## src/rtl/eval_exp_ctl_axi4l_responder.sv

```systemverilog
// Purpose : AXI4-Lite responder holding the control/status registers of the exp-fp32 DMA calc core.
// Latency : a write response comes one cycle after the last of AW/W handshakes; read data one cycle after AR.
// Backpressure: one outstanding write and one read; readies drop while a response waits for bready/rready.
//
// Ports:
//   s_axi4l_aclk / s_axi4l_aresetn : clock (rising edge) and async active-low reset
//   s_axi4l_aw* / w* / b*          : write address, write data and write response channels
//   s_axi4l_ar* / r*               : read address and read data channels (awprot/arprot ignored)
//   core_start                     : one-cycle start pulse to the core (suppressed while core_busy)
//   core_busy / core_done          : core running level and one-cycle completion pulse
//   core_src_addr / core_dst_addr  : 64-bit DMA source and destination addresses
//   core_size                      : element count, SIZE[31:0]
//   irq                            : registered DONE & IRQ_EN
module eval_exp_ctl_axi4l_responder #(
    parameter int          AXI4L_ADDR_WIDTH = 40,
    parameter int          AXI4L_DATA_WIDTH = 64,
    parameter int          AXI4L_STRB_WIDTH = AXI4L_DATA_WIDTH / 8,
    parameter int          REGADR_BITS      = 8,
    parameter logic [63:0] CORE_ID          = 64'h0000_0000_E8F3_2128
) (
    input  logic                          s_axi4l_aresetn,
    input  logic                          s_axi4l_aclk,
    input  logic [AXI4L_ADDR_WIDTH-1:0]   s_axi4l_awaddr,
    input  logic [2:0]                    s_axi4l_awprot,
    input  logic                          s_axi4l_awvalid,
    output logic                          s_axi4l_awready,
    input  logic [AXI4L_DATA_WIDTH-1:0]   s_axi4l_wdata,
    input  logic [AXI4L_STRB_WIDTH-1:0]   s_axi4l_wstrb,
    input  logic                          s_axi4l_wvalid,
    output logic                          s_axi4l_wready,
    output logic [1:0]                    s_axi4l_bresp,
    output logic                          s_axi4l_bvalid,
    input  logic                          s_axi4l_bready,
    input  logic [AXI4L_ADDR_WIDTH-1:0]   s_axi4l_araddr,
    input  logic [2:0]                    s_axi4l_arprot,
    input  logic                          s_axi4l_arvalid,
    output logic                          s_axi4l_arready,
    output logic [AXI4L_DATA_WIDTH-1:0]   s_axi4l_rdata,
    output logic [1:0]                    s_axi4l_rresp,
    output logic                          s_axi4l_rvalid,
    input  logic                          s_axi4l_rready,
    output logic                          core_start,
    input  logic                          core_busy,
    input  logic                          core_done,
    output logic [63:0]                   core_src_addr,
    output logic [63:0]                   core_dst_addr,
    output logic [31:0]                   core_size,
    output logic                          irq
);

    localparam int IDX_W = REGADR_BITS - 3;
    localparam logic [IDX_W-1:0] N_REGS = IDX_W'(8);

    localparam logic [2:0] RI_ID     = 3'd0;
    localparam logic [2:0] RI_CTL    = 3'd1;
    localparam logic [2:0] RI_STATUS = 3'd2;
    localparam logic [2:0] RI_DCLR   = 3'd3;
    localparam logic [2:0] RI_IRQEN  = 3'd4;
    localparam logic [2:0] RI_SRC    = 3'd5;
    localparam logic [2:0] RI_DST    = 3'd6;
    localparam logic [2:0] RI_SIZE   = 3'd7;

    localparam logic [1:0] RESP_OKAY   = 2'b00;
    localparam logic [1:0] RESP_SLVERR = 2'b10;

    typedef enum logic [1:0] {W_IDLE, W_WAIT_W, W_WAIT_AW, W_RESP} wstate_e;
    typedef enum logic       {R_IDLE, R_RESP} rstate_e;

    // Byte-lane merge of a write into a 64-bit register.
    function automatic logic [63:0] merge_bytes(input logic [63:0] old_v,
                                                input logic [63:0] new_v,
                                                input logic [7:0]  strb);
        logic [63:0] res;
        res = old_v;
        for (int i = 0; i < 8; i++) begin
            if (strb[i]) begin
                res[8*i +: 8] = new_v[8*i +: 8];
            end
        end
        return res;
    endfunction

    // Readies stay low until the first clock after reset release.
    logic rdy_en_q;

    always_ff @(posedge s_axi4l_aclk or negedge s_axi4l_aresetn) begin
        if (!s_axi4l_aresetn) begin
            rdy_en_q <= 1'b0;
        end else begin
            rdy_en_q <= 1'b1;
        end
    end

    // ------------------------------------------------------------------
    // Write channel
    // ------------------------------------------------------------------
    wstate_e wstate_q, wstate_d;
    logic    aw_hs, w_hs, wr_fire;

    logic [REGADR_BITS-1:0] aw_off_q;
    logic [63:0]            wdata_q;
    logic [7:0]             wstrb_q;
    logic [1:0]             bresp_q, bresp_d;

    assign s_axi4l_awready = rdy_en_q & ((wstate_q == W_IDLE) | (wstate_q == W_WAIT_AW));
    assign s_axi4l_wready  = rdy_en_q & ((wstate_q == W_IDLE) | (wstate_q == W_WAIT_W));
    assign aw_hs           = s_axi4l_awvalid & s_axi4l_awready;
    assign w_hs            = s_axi4l_wvalid & s_axi4l_wready;
    assign s_axi4l_bvalid  = (wstate_q == W_RESP);
    assign s_axi4l_bresp   = bresp_q;

    always_ff @(posedge s_axi4l_aclk or negedge s_axi4l_aresetn) begin
        if (!s_axi4l_aresetn) begin
            wstate_q <= W_IDLE;
        end else begin
            wstate_q <= wstate_d;
        end
    end

    always_comb begin
        wstate_d = wstate_q;
        wr_fire  = 1'b0;
        case (wstate_q)
            W_IDLE: begin
                if (aw_hs && w_hs) begin
                    wstate_d = W_RESP;
                    wr_fire  = 1'b1;
                end else if (aw_hs) begin
                    wstate_d = W_WAIT_W;
                end else if (w_hs) begin
                    wstate_d = W_WAIT_AW;
                end
            end
            W_WAIT_W: begin
                if (w_hs) begin
                    wstate_d = W_RESP;
                    wr_fire  = 1'b1;
                end
            end
            W_WAIT_AW: begin
                if (aw_hs) begin
                    wstate_d = W_RESP;
                    wr_fire  = 1'b1;
                end
            end
            W_RESP: begin
                if (s_axi4l_bready) begin
                    wstate_d = W_IDLE;
                end
            end
            default: wstate_d = W_IDLE;
        endcase
    end

    // Hold whichever half of the write arrived first.
    always_ff @(posedge s_axi4l_aclk or negedge s_axi4l_aresetn) begin
        if (!s_axi4l_aresetn) begin
            aw_off_q <= '0;
            wdata_q  <= '0;
            wstrb_q  <= '0;
        end else begin
            if (aw_hs) begin
                aw_off_q <= s_axi4l_awaddr[REGADR_BITS-1:0];
            end
            if (w_hs) begin
                wdata_q <= s_axi4l_wdata;
                wstrb_q <= s_axi4l_wstrb;
            end
        end
    end

    // Effective write: a channel completing this cycle bypasses its latch.
    logic [REGADR_BITS-1:0] wr_off;
    logic [IDX_W-1:0]       wr_idx;
    logic [63:0]            wr_dat;
    logic [7:0]             wr_strb;
    logic                   wr_mapped;

    assign wr_off    = aw_hs ? s_axi4l_awaddr[REGADR_BITS-1:0] : aw_off_q;
    assign wr_dat    = w_hs ? s_axi4l_wdata : wdata_q;
    assign wr_strb   = w_hs ? s_axi4l_wstrb : wstrb_q;
    assign wr_idx    = wr_off[REGADR_BITS-1:3];
    assign wr_mapped = (wr_idx < N_REGS);

    // ------------------------------------------------------------------
    // Register file
    // ------------------------------------------------------------------
    logic [63:0] src_q, src_d;
    logic [63:0] dst_q, dst_d;
    logic [31:0] size_q, size_d;
    logic        irq_en_q, irq_en_d;
    logic        done_q, done_d;
    logic        start_q, start_d;
    logic        irq_q, irq_d;
    logic        done_clr;
    logic [63:0] size_merged;

    assign size_merged = merge_bytes({32'd0, size_q}, wr_dat, wr_strb);

    always_comb begin
        src_d    = src_q;
        dst_d    = dst_q;
        size_d   = size_q;
        irq_en_d = irq_en_q;
        start_d  = 1'b0;
        done_clr = 1'b0;
        bresp_d  = bresp_q;
        if (wr_fire) begin
            bresp_d = wr_mapped ? RESP_OKAY : RESP_SLVERR;
        end
        if (wr_fire && wr_mapped) begin
            case (wr_idx[2:0])
                RI_CTL:   start_d  = wr_strb[0] & wr_dat[0] & ~core_busy;
                RI_DCLR:  done_clr = wr_strb[0] & wr_dat[0];
                RI_IRQEN: if (wr_strb[0]) irq_en_d = wr_dat[0];
                RI_SRC:   src_d    = merge_bytes(src_q, wr_dat, wr_strb);
                RI_DST:   dst_d    = merge_bytes(dst_q, wr_dat, wr_strb);
                RI_SIZE:  size_d   = size_merged[31:0];
                default:  ;
            endcase
        end
        // A completion in the same cycle as a clear keeps DONE set.
        done_d = core_done | (done_q & ~done_clr);
        irq_d  = done_q & irq_en_q;
    end

    always_ff @(posedge s_axi4l_aclk or negedge s_axi4l_aresetn) begin
        if (!s_axi4l_aresetn) begin
            src_q    <= '0;
            dst_q    <= '0;
            size_q   <= '0;
            irq_en_q <= 1'b0;
            done_q   <= 1'b0;
            start_q  <= 1'b0;
            irq_q    <= 1'b0;
            bresp_q  <= RESP_OKAY;
        end else begin
            src_q    <= src_d;
            dst_q    <= dst_d;
            size_q   <= size_d;
            irq_en_q <= irq_en_d;
            done_q   <= done_d;
            start_q  <= start_d;
            irq_q    <= irq_d;
            bresp_q  <= bresp_d;
        end
    end

    assign core_start    = start_q;
    assign core_src_addr = src_q;
    assign core_dst_addr = dst_q;
    assign core_size     = size_q;
    assign irq           = irq_q;

    // ------------------------------------------------------------------
    // Read channel
    // ------------------------------------------------------------------
    rstate_e          rstate_q, rstate_d;
    logic             ar_hs;
    logic [IDX_W-1:0] rd_idx;
    logic             rd_mapped;
    logic [63:0]      rd_dat, rdata_q;
    logic [1:0]       rd_resp, rresp_q;

    assign s_axi4l_arready = rdy_en_q & (rstate_q == R_IDLE);
    assign ar_hs           = s_axi4l_arvalid & s_axi4l_arready;
    assign s_axi4l_rvalid  = (rstate_q == R_RESP);
    assign s_axi4l_rdata   = rdata_q;
    assign s_axi4l_rresp   = rresp_q;
    assign rd_idx          = s_axi4l_araddr[REGADR_BITS-1:3];
    assign rd_mapped       = (rd_idx < N_REGS);

    always_ff @(posedge s_axi4l_aclk or negedge s_axi4l_aresetn) begin
        if (!s_axi4l_aresetn) begin
            rstate_q <= R_IDLE;
        end else begin
            rstate_q <= rstate_d;
        end
    end

    always_comb begin
        rstate_d = rstate_q;
        case (rstate_q)
            R_IDLE:  if (ar_hs) rstate_d = R_RESP;
            R_RESP:  if (s_axi4l_rready) rstate_d = R_IDLE;
            default: rstate_d = R_IDLE;
        endcase
    end

    always_comb begin
        rd_dat  = '0;
        rd_resp = RESP_OKAY;
        if (!rd_mapped) begin
            rd_resp = RESP_SLVERR;
        end else begin
            case (rd_idx[2:0])
                RI_ID:     rd_dat = CORE_ID;
                RI_STATUS: rd_dat = {62'd0, done_q, core_busy};
                RI_IRQEN:  rd_dat = {63'd0, irq_en_q};
                RI_SRC:    rd_dat = src_q;
                RI_DST:    rd_dat = dst_q;
                RI_SIZE:   rd_dat = {32'd0, size_q};
                default:   rd_dat = '0;
            endcase
        end
    end

    // Read data is captured at the AR handshake and held until rready.
    always_ff @(posedge s_axi4l_aclk or negedge s_axi4l_aresetn) begin
        if (!s_axi4l_aresetn) begin
            rdata_q <= '0;
            rresp_q <= RESP_OKAY;
        end else if (ar_hs) begin
            rdata_q <= rd_dat;
            rresp_q <= rd_resp;
        end
    end

    // Protection bits, undecoded upper address bits and the byte offset are don't-care.
    logic unused_bits;
    assign unused_bits = ^{s_axi4l_awprot, s_axi4l_arprot,
                           s_axi4l_awaddr[AXI4L_ADDR_WIDTH-1:REGADR_BITS], s_axi4l_awaddr[2:0],
                           s_axi4l_araddr[AXI4L_ADDR_WIDTH-1:REGADR_BITS], s_axi4l_araddr[2:0],
                           aw_off_q[2:0]};

endmodule

```

## config.mk

```make
export PLATFORM = sky130hd
export DESIGN_NAME = eval_exp_ctl_axi4l_responder
export DESIGN_NICKNAME = d
export VERILOG_FILES = /design/src/rtl/eval_exp_ctl_axi4l_responder.sv
export SDC_FILE = /design/constraint.sdc
export NUM_CORES = 1
export LEC_CHECK = 0
export CORE_MARGIN = 4
export CORE_UTILIZATION = 35
export CTS_CLUSTER_SIZE = 40
export DETAILED_ROUTE_END_ITERATION = 12
export GPL_TIMING_DRIVEN = 1
export MAX_ROUTING_LAYER = met4
export PLACE_DENSITY = 0.65
export SLEW_MARGIN = 15
export SYNTH_ARGS = -nofsm -noshare
export SYNTH_HDL_FRONTEND = slang
export SYNTH_SLANG_ARGS = --single-unit
```

## constraint.sdc

```tcl
create_clock -name s_axi4l_aclk -period 2.3 [get_ports s_axi4l_aclk]
set_clock_uncertainty 0.05 [all_clocks]
set_input_delay 0.69 -clock s_axi4l_aclk [delete_from_list [all_inputs] [get_ports s_axi4l_aclk]]
set_output_delay 0.69 -clock s_axi4l_aclk [all_outputs]
set_load 0.02 [all_outputs]
```

==> flow_summary_export.csv, run 1 <==
group,metric,value,unit
floorplanning,start_util,35.72,%
outcome,outcome,"finished, violations left",
timing,max_freq,399.8,MHz
power,vdd_drop_max,0.0005330,V
floorplanning,die_h,201.8,um
timing,finalSetupViolCount,164,
cells_and_area,multiInputGateArea,5744,um^2
yosys,yosysUniqueCellTypes,40,
cells_and_area,layout_common_cells,"310 x dfrtp_1, 185 x clkdlybuf4s50_1, 146 x mux2_4",
yosys,async_flop_share,100.0,%
drt,routedWlPerCell,21.32,um
placement,hpwlAfterDp,27060,um
worst_setup_path,path_buf_inv,4,
yosys,synth_top_area_share,59.23,%
timing,fin_tns_setup,-22960,ps
floorplanning,io_pins,402,
worst_setup_path,cp-start-kind,"flop",
timing,setup_slack,-200.9,ps
timing,slew_violations,0,
floorplanning,die-area,40710,um^2
cells_and_area,final_area,19990,um^2
grt,grt_usage,19.54,%
power,p_total,21.50,mW
min_path,hold_class,"in2async",
floorplanning,rows,70,
cells_and_area,fill_cells,3058,
floorplanning,die_w,201.8,um
drt,first_pass_iters,4,
timing,min_period_over_period,108.7,%
cells_and_area,fin_nets,1553,
drt,vias,9569,
worst_setup_path,worstPathCellList,"inv_2 -> ha_4 -> o211ai_4 -> buf_6 -> mux2_4 -> buf_12 -> nor4_4 -> buf_12 -> mux2_4",
cts,hold_buffers,0,
yosys,synth-seq-area-share,59.23,%
drt,via_per_inst,5.095,
drt,initialDrtViolationCount,340,
worst_setup_path,crit_family,"multiplexers",
cts,clock_sinks,311,
placement,dpl_cell_area,17880,um^2
worst_setup_path,slowest_delay,410,ps
grt,antenna_found_initial,5,
worst_setup_path,slowest_stage,"dfrtp_1",
timing,hold_viol,0,
cells_and_area,seqCellArea,7784,um^2
cts,clk_latency,510,ps
worst_setup_path,cp-end-kind,"flop",
grt,grt-ovfl-total,0,
placement,pre_cts_slack,-791.4,ps
cts,cts.path.max_buffers,3,
outcome,failed_checks,"setup timing",
power,p_leak,10.43,nW
timing,relSlewSlack,64.90,%
cells_and_area,layout-drive-gt1-share,31.10,%
placement,place_congestion,0.7825,
cts,cts-root-buf,"clkbuf_16",
cts,clkSlewWorstSetupHoldPaths,60,ps
yosys,ys_ff_latch,311,
yosys,synth_area_leader_cell,"dfrtp_1",
timing,rsz0062_at_grt,"yes",
cts,cts_tree,"built",
cts,cts_buffers,35,
timing,min_period,2501,ps
yosys,synth_cells,969,
yosys,synth-main-ff-cell,"dfrtp_1",
cells_and_area,area.growth.synth_to_final,52.13,%
worst_setup_path,crit_fanout,8,
placement,port_buffers,323,
yosys,synth_edf_count,0,
yosys,netlist_top_cells_area,"dfrtp_1 59%, mux2_2 20%, mux2i_1 3.3%",
grt,grt_pass1_wl,61710,um
yosys,avgSynthCellArea,13.56,um^2
yosys,syn-cell-area,13140,um^2
grt,grt_pass1_vias,10350,
grt,grt_max_degree,67,
timing,worst_slew_pin_slew,511.9,ps
worst_setup_path,crit_type,"reg2reg",
power,power_density,1075,nW/um^2
drt,route.antenna.remaining_nets,0,
drt,drt_wl_total,40050,um
drt,drc,0,
cells_and_area,final_common_cell,"dfrtp_1",
cts,cts_max_level,2,
worst_setup_path,crit_arrival,2850,ps
floorplanning,core_area,36790,um^2
flow_run,drv_cap,0,
yosys,yosys_warnings,0,
worst_setup_path,required,2650,ps
## where the power goes
group / switching [mW] / internal, mW
combinational: 3.82 / 3.93
sequential: 0.991 / 6.99
clock: 2.21 / 3.55
## final cells by class
| type | count | share of cell area [%] |
|---|---|---|
| timing repair buffer | 426 | 23.07 |
| inverter | 17 | 0.3192 |
| sequential | 311 | 38.94 |
| antenna | 5 | 0.06259 |
| tap | 468 | 2.929 |
| clock inverter | 12 | 0.8387 |
| clock buffer | 49 | 5.107 |
| multi-input combinational | 590 | 28.74 |
## flip-flops by register name (all words and copies together), names as in the netlist
name / flops
core_dst_addr: 64
core_src_addr: 64
s_axi4l_rdata: 64
wdata_q: 64
core_size: 32
wstrb_q: 8
aw_off_q: 5
wstate_q: 2
core_start: 1
done_q: 1
irq: 1
irq_en_q: 1
rdy_en_q: 1
s_axi4l_bresp: 1
s_axi4l_rresp: 1
s_axi4l_rvalid: 1
## cells by family (layout without fill, tap and decap cells)
logic type,after synthesis,count (layout),share of synthesized area [%]
flops,311,311,59.23
mux,275,275,23.16
compound gates,158,158,7.427
simple gates,149,149,7.389
buf+inv,69,504,2.266
fa+ha+maj,5,5,0.4761
other cells,2,8,0.05715
## metrics by stage
step / std cells / utilization (%) / hold slack [ps]
2_1_floorplan: 970 / - / 344.4
3_3_place_gp: 1790 / 48.60 / 409.8
3_5_place_dp: 1790 / 48.60 / 419.9
4_1_cts: 1863 / 53.15 / 12.86
5_1_grt: 1878 / 54.34 / 25.12
6_report: 1878 / 54.34 / 26.08
## routing by layer
layer / vias to the layer above / global-route usage [%] / share of wire, %
li1: 4290 / - / -
met3: 52 / 5.367 / 6.9
met4: 0 / 4.272 / 1.8
met2: 296 / 31.05 / 48
met1: 4931 / 25.29 / 44
met5: - / - / 0
## repair_timing
action,in CTS,in global routing
setup endpoints to repair,227,250
setup buffers,11,12
resized for setup,180,130
cloned,1,0
pin swaps,8,6
## worst register-to-register path: cells and delay by family (launching register included)
kind,cells,cell delay [ps]
adder cells (fa/ha/maj),1,180
flip-flops,1,410
AND/OR/NAND/NOR,1,320
multiplexers,2,660
AO/OA/AOI/OAI,1,210
buffers and inverters,4,580
## path summary, 6_finish.rpt
kind                       cells after the start  slack [ps]                     startpoint                             to
hold / removal                                 1          30                s_axi4l_aresetn  core_dst_addr[14]$_DFFE_PN0P_
min in group s_axi4l_aclk                      2         430  s_axi4l_rdata[16]$_DFFE_PN0P_  s_axi4l_rdata[16]$_DFFE_PN0P_
hold reg to reg                                2         430  s_axi4l_rdata[16]$_DFFE_PN0P_  s_axi4l_rdata[16]$_DFFE_PN0P_
setup reg to reg                               9        -200        wstate_q[1]$_DFFE_PN0P_   core_src_addr[9]$_DFFE_PN0P_
max in group asynchronous                      2        1460                s_axi4l_aresetn  s_axi4l_rdata[40]$_DFFE_PN0P_
setup / recovery                               9        -200        wstate_q[1]$_DFFE_PN0P_   core_src_addr[9]$_DFFE_PN0P_
## synthesized netlist by cell type, types with 2 or more instances
| cell | n |
|---|---|
| inv_1 | 17 |
| o21ai_0 | 66 |
| clkbuf_1 | 36 |
| nor2_1 | 28 |
| o2bb2ai_1 | 15 |
| conb_1 | 2 |
| mux2i_1 | 43 |
| a21oi_1 | 32 |
| and2_1 | 2 |
| nand3_1 | 3 |
| dfrtp_1 | 311 |
| mux2_2 | 232 |
| nor3_1 | 3 |
| nand3b_1 | 6 |
| a22oi_1 | 33 |
| buf_6 | 2 |
| nand2_1 | 80 |
| nor2b_1 | 2 |
| ha_1 | 5 |
| buf_4 | 3 |
| buf_2 | 9 |
| nor3b_1 | 2 |
| nor4_4 | 20 |
Note: power is estimated with default switching activity, not from simulation.
==> run 2: changes to the inputs <==
==> constraint.sdc (replaced) <==
create_clock -name s_axi4l_aclk -period 2.3 [get_ports s_axi4l_aclk]
set_clock_uncertainty 0.05 [all_clocks]
set_input_delay 0.46 -clock s_axi4l_aclk [delete_from_list [all_inputs] [get_ports s_axi4l_aclk]]
set_output_delay 0.46 -clock s_axi4l_aclk [all_outputs]
set_load 0.02 [all_outputs]
==> flow_summary_export.csv, run 2 (synthesized netlist as in run 1, its figures left out) <==
group,metric,value,unit
cts,clk_latency,510,ps
drt,drt_wl_total,39440,um
worst_setup_path,cp-start-kind,"flop",
timing,hold_viol,0,
cts,clkSlewWorstSetupHoldPaths,60,ps
worst_setup_path,crit_family,"buffers and inverters",
drt,first_pass_iters,4,
timing,finalSetupViolCount,161,
timing,relSlewSlack,66.23,%
cells_and_area,finalNonFillerCells,1865,
worst_setup_path,slowest_stage,"dfrtp_2",
worst_setup_path,crit_arrival,2850,ps
timing,hold_ws,427.1,ps
outcome,failed_checks,"setup timing",
placement,dpl_cell_area,17810,um^2
cts,cts_buffers,36,
grt,grt-ovfl-total,0,
grt,grt_usage,19.36,%
cells_and_area,layout-drive-gt1-share,30.29,%
timing,worst_slew_pin_slew,506.6,ps
floorplanning,start_util,35.72,%
outcome,outcome,"finished, violations left",
placement,port_buffers,323,
worst_setup_path,required,2640,ps
drt,routedWlPerCell,21.15,um
worst_setup_path,crit_type,"reg2reg",
cells_and_area,layout_common_cells,"317 x clkdlybuf4s50_1, 309 x dfrtp_1, 150 x mux2_2",
cells_and_area,fin_nets,1543,
cells_and_area,fill_cells,3147,
power,vdd_drop_max,0.0005702,V
min_path,hold_class,"in2async",
power,p_leak,8.534,nW
cts,clock_sinks,311,
worst_setup_path,worstPathCellList,"inv_4 -> ha_4 -> buf_6 -> nand3_2 -> a211o_4 -> clkbuf_16 -> nor4_4 -> buf_12 -> mux2_2",
cells_and_area,final_common_cell,"clkdlybuf4s50_1",
placement,dp_cells,1785,
worst_setup_path,crit_fanout,8,
cts,cts_max_level,2,
drt,vias,9472,
power,p_total,21.07,mW
drt,drc,0,
flow_run,drv_cap,0,
drt,via_per_inst,5.079,
floorplanning,die-area,40710,um^2
timing,slew_violations,0,
cts,cts.path.max_buffers,3,
power,power_density,1083,nW/um^2
cells_and_area,final_area,19460,um^2
timing,min_period,2507,ps
drt,initialDrtViolationCount,367,
cts,cts-root-buf,"clkbuf_16",
floorplanning,die_h,201.8,um
floorplanning,die_w,201.8,um
timing,max_freq,398.9,MHz
cells_and_area,fin_util,52.89,%
drt,route.antenna.remaining_nets,0,
timing,rsz0062_at_grt,"yes",
grt,grt_pass1_vias,10260,
grt,antenna_found_initial,4,
grt,grt_pass1_wl,61350,um
grt,grt_max_degree,67,
timing,min_period_over_period,109.0,%
floorplanning,core_area,36790,um^2
timing,setup_slack,-206.6,ps
worst_setup_path,cp-end-kind,"flop",
cells_and_area,area.growth.synth_to_final,48.07,%
floorplanning,io_pins,402,
placement,hpwlAfterDp,27150,um
worst_setup_path,slowest_delay,450,ps
floorplanning,rows,70,
placement,place_congestion,0.7926,
worst_setup_path,path_buf_inv,4,
cts,cts_tree,"built",
## run 2: cell type report
class | instances | area (um^2) | area share [%]
diodes | 4 | 10.01 | 0.05145
well taps | 468 | 585.6 | 3.010
repair buffers | 415 | 4388 | 22.55
multi-input cells | 590 | 5520 | 28.37
flip-flops and latches | 311 | 7785 | 40.01
clock buffers | 54 | 1060 | 5.447
clock inverters | 6 | 41.29 | 0.2122
inverters | 17 | 66.31 | 0.3408
## run 2: final timing paths
path	start	end	slack, ps	cells after the start
worst max register to register	wstate_q[1]$_DFFE_PN0P_	core_size[24]$_DFFE_PN0P_	-210	9
worst max-delay path	wstate_q[1]$_DFFE_PN0P_	core_size[24]$_DFFE_PN0P_	-210	9
min in group s_axi4l_aclk	s_axi4l_rdata[17]$_DFFE_PN0P_	s_axi4l_rdata[17]$_DFFE_PN0P_	430	2
worst min register to register	s_axi4l_rdata[17]$_DFFE_PN0P_	s_axi4l_rdata[17]$_DFFE_PN0P_	430	2
max in group asynchronous	s_axi4l_aresetn	aw_off_q[7]$_DFF_PN0_	970	3
worst min-delay path	s_axi4l_aresetn	wdata_q[9]$_DFF_PN0_	430	2
## run 2: routing by layer
layer  wire (um)  vias to the layer above  share of wire [%]  global-route usage, %
met3        2632                       31                6.7                  5.351
met2       19220                      271                 49                  31.83
li1            -                     4285                  -                      -
met5           0                        -                  0                      -
met1       17140                     4885                 43                  24.52
met4         447                        0                1.1                  3.247
## run 2: timing repair
action | CTS | global route
pin swaps | 2 | 9
endpoints found under the hold margin | 45 | 0
cloned | 0 | 2
hold buffers | 1 | 0
resized for setup | 22 | 87
setup endpoints to repair | 167 | 166
buffers inserted | 7 | 6
## run 2: worst register-to-register path, cell delays in order (launching register included)
cell and delay [ps]:
dfrtp_2 450, inv_4 100, ha_4 160, buf_6 100, nand3_2 70, a211o_4 430
clkbuf_16 200, nor4_4 310, buf_12 190, mux2_2 340
## run 2: per-stage QoR
| stage | TNS (ps) | setup WS, ps |
|---|---|---|
| floorplan | -11620 | -93.32 |
| global placement | -70690 | -505.9 |
| detailed placement | -71780 | -512.7 |
| CTS | -30220 | -242.9 |
| global route | -38380 | -302.6 |
| finish | -23020 | -206.6 |
## run 2: power by group
group	switching, mW	internal [mW]	leakage, nW
clock	2.21	3.18	0.543
combinational	3.75	3.95	3.84
sequential	0.980	7.00	4.15
total	6.95	14.1	8.53
==> run 3: changes to the inputs <==
- CAP_MARGIN: not set -> 20
==> results of run 3 <==
Same layout as run 2: the final DEF is identical, and so are final timing and power.
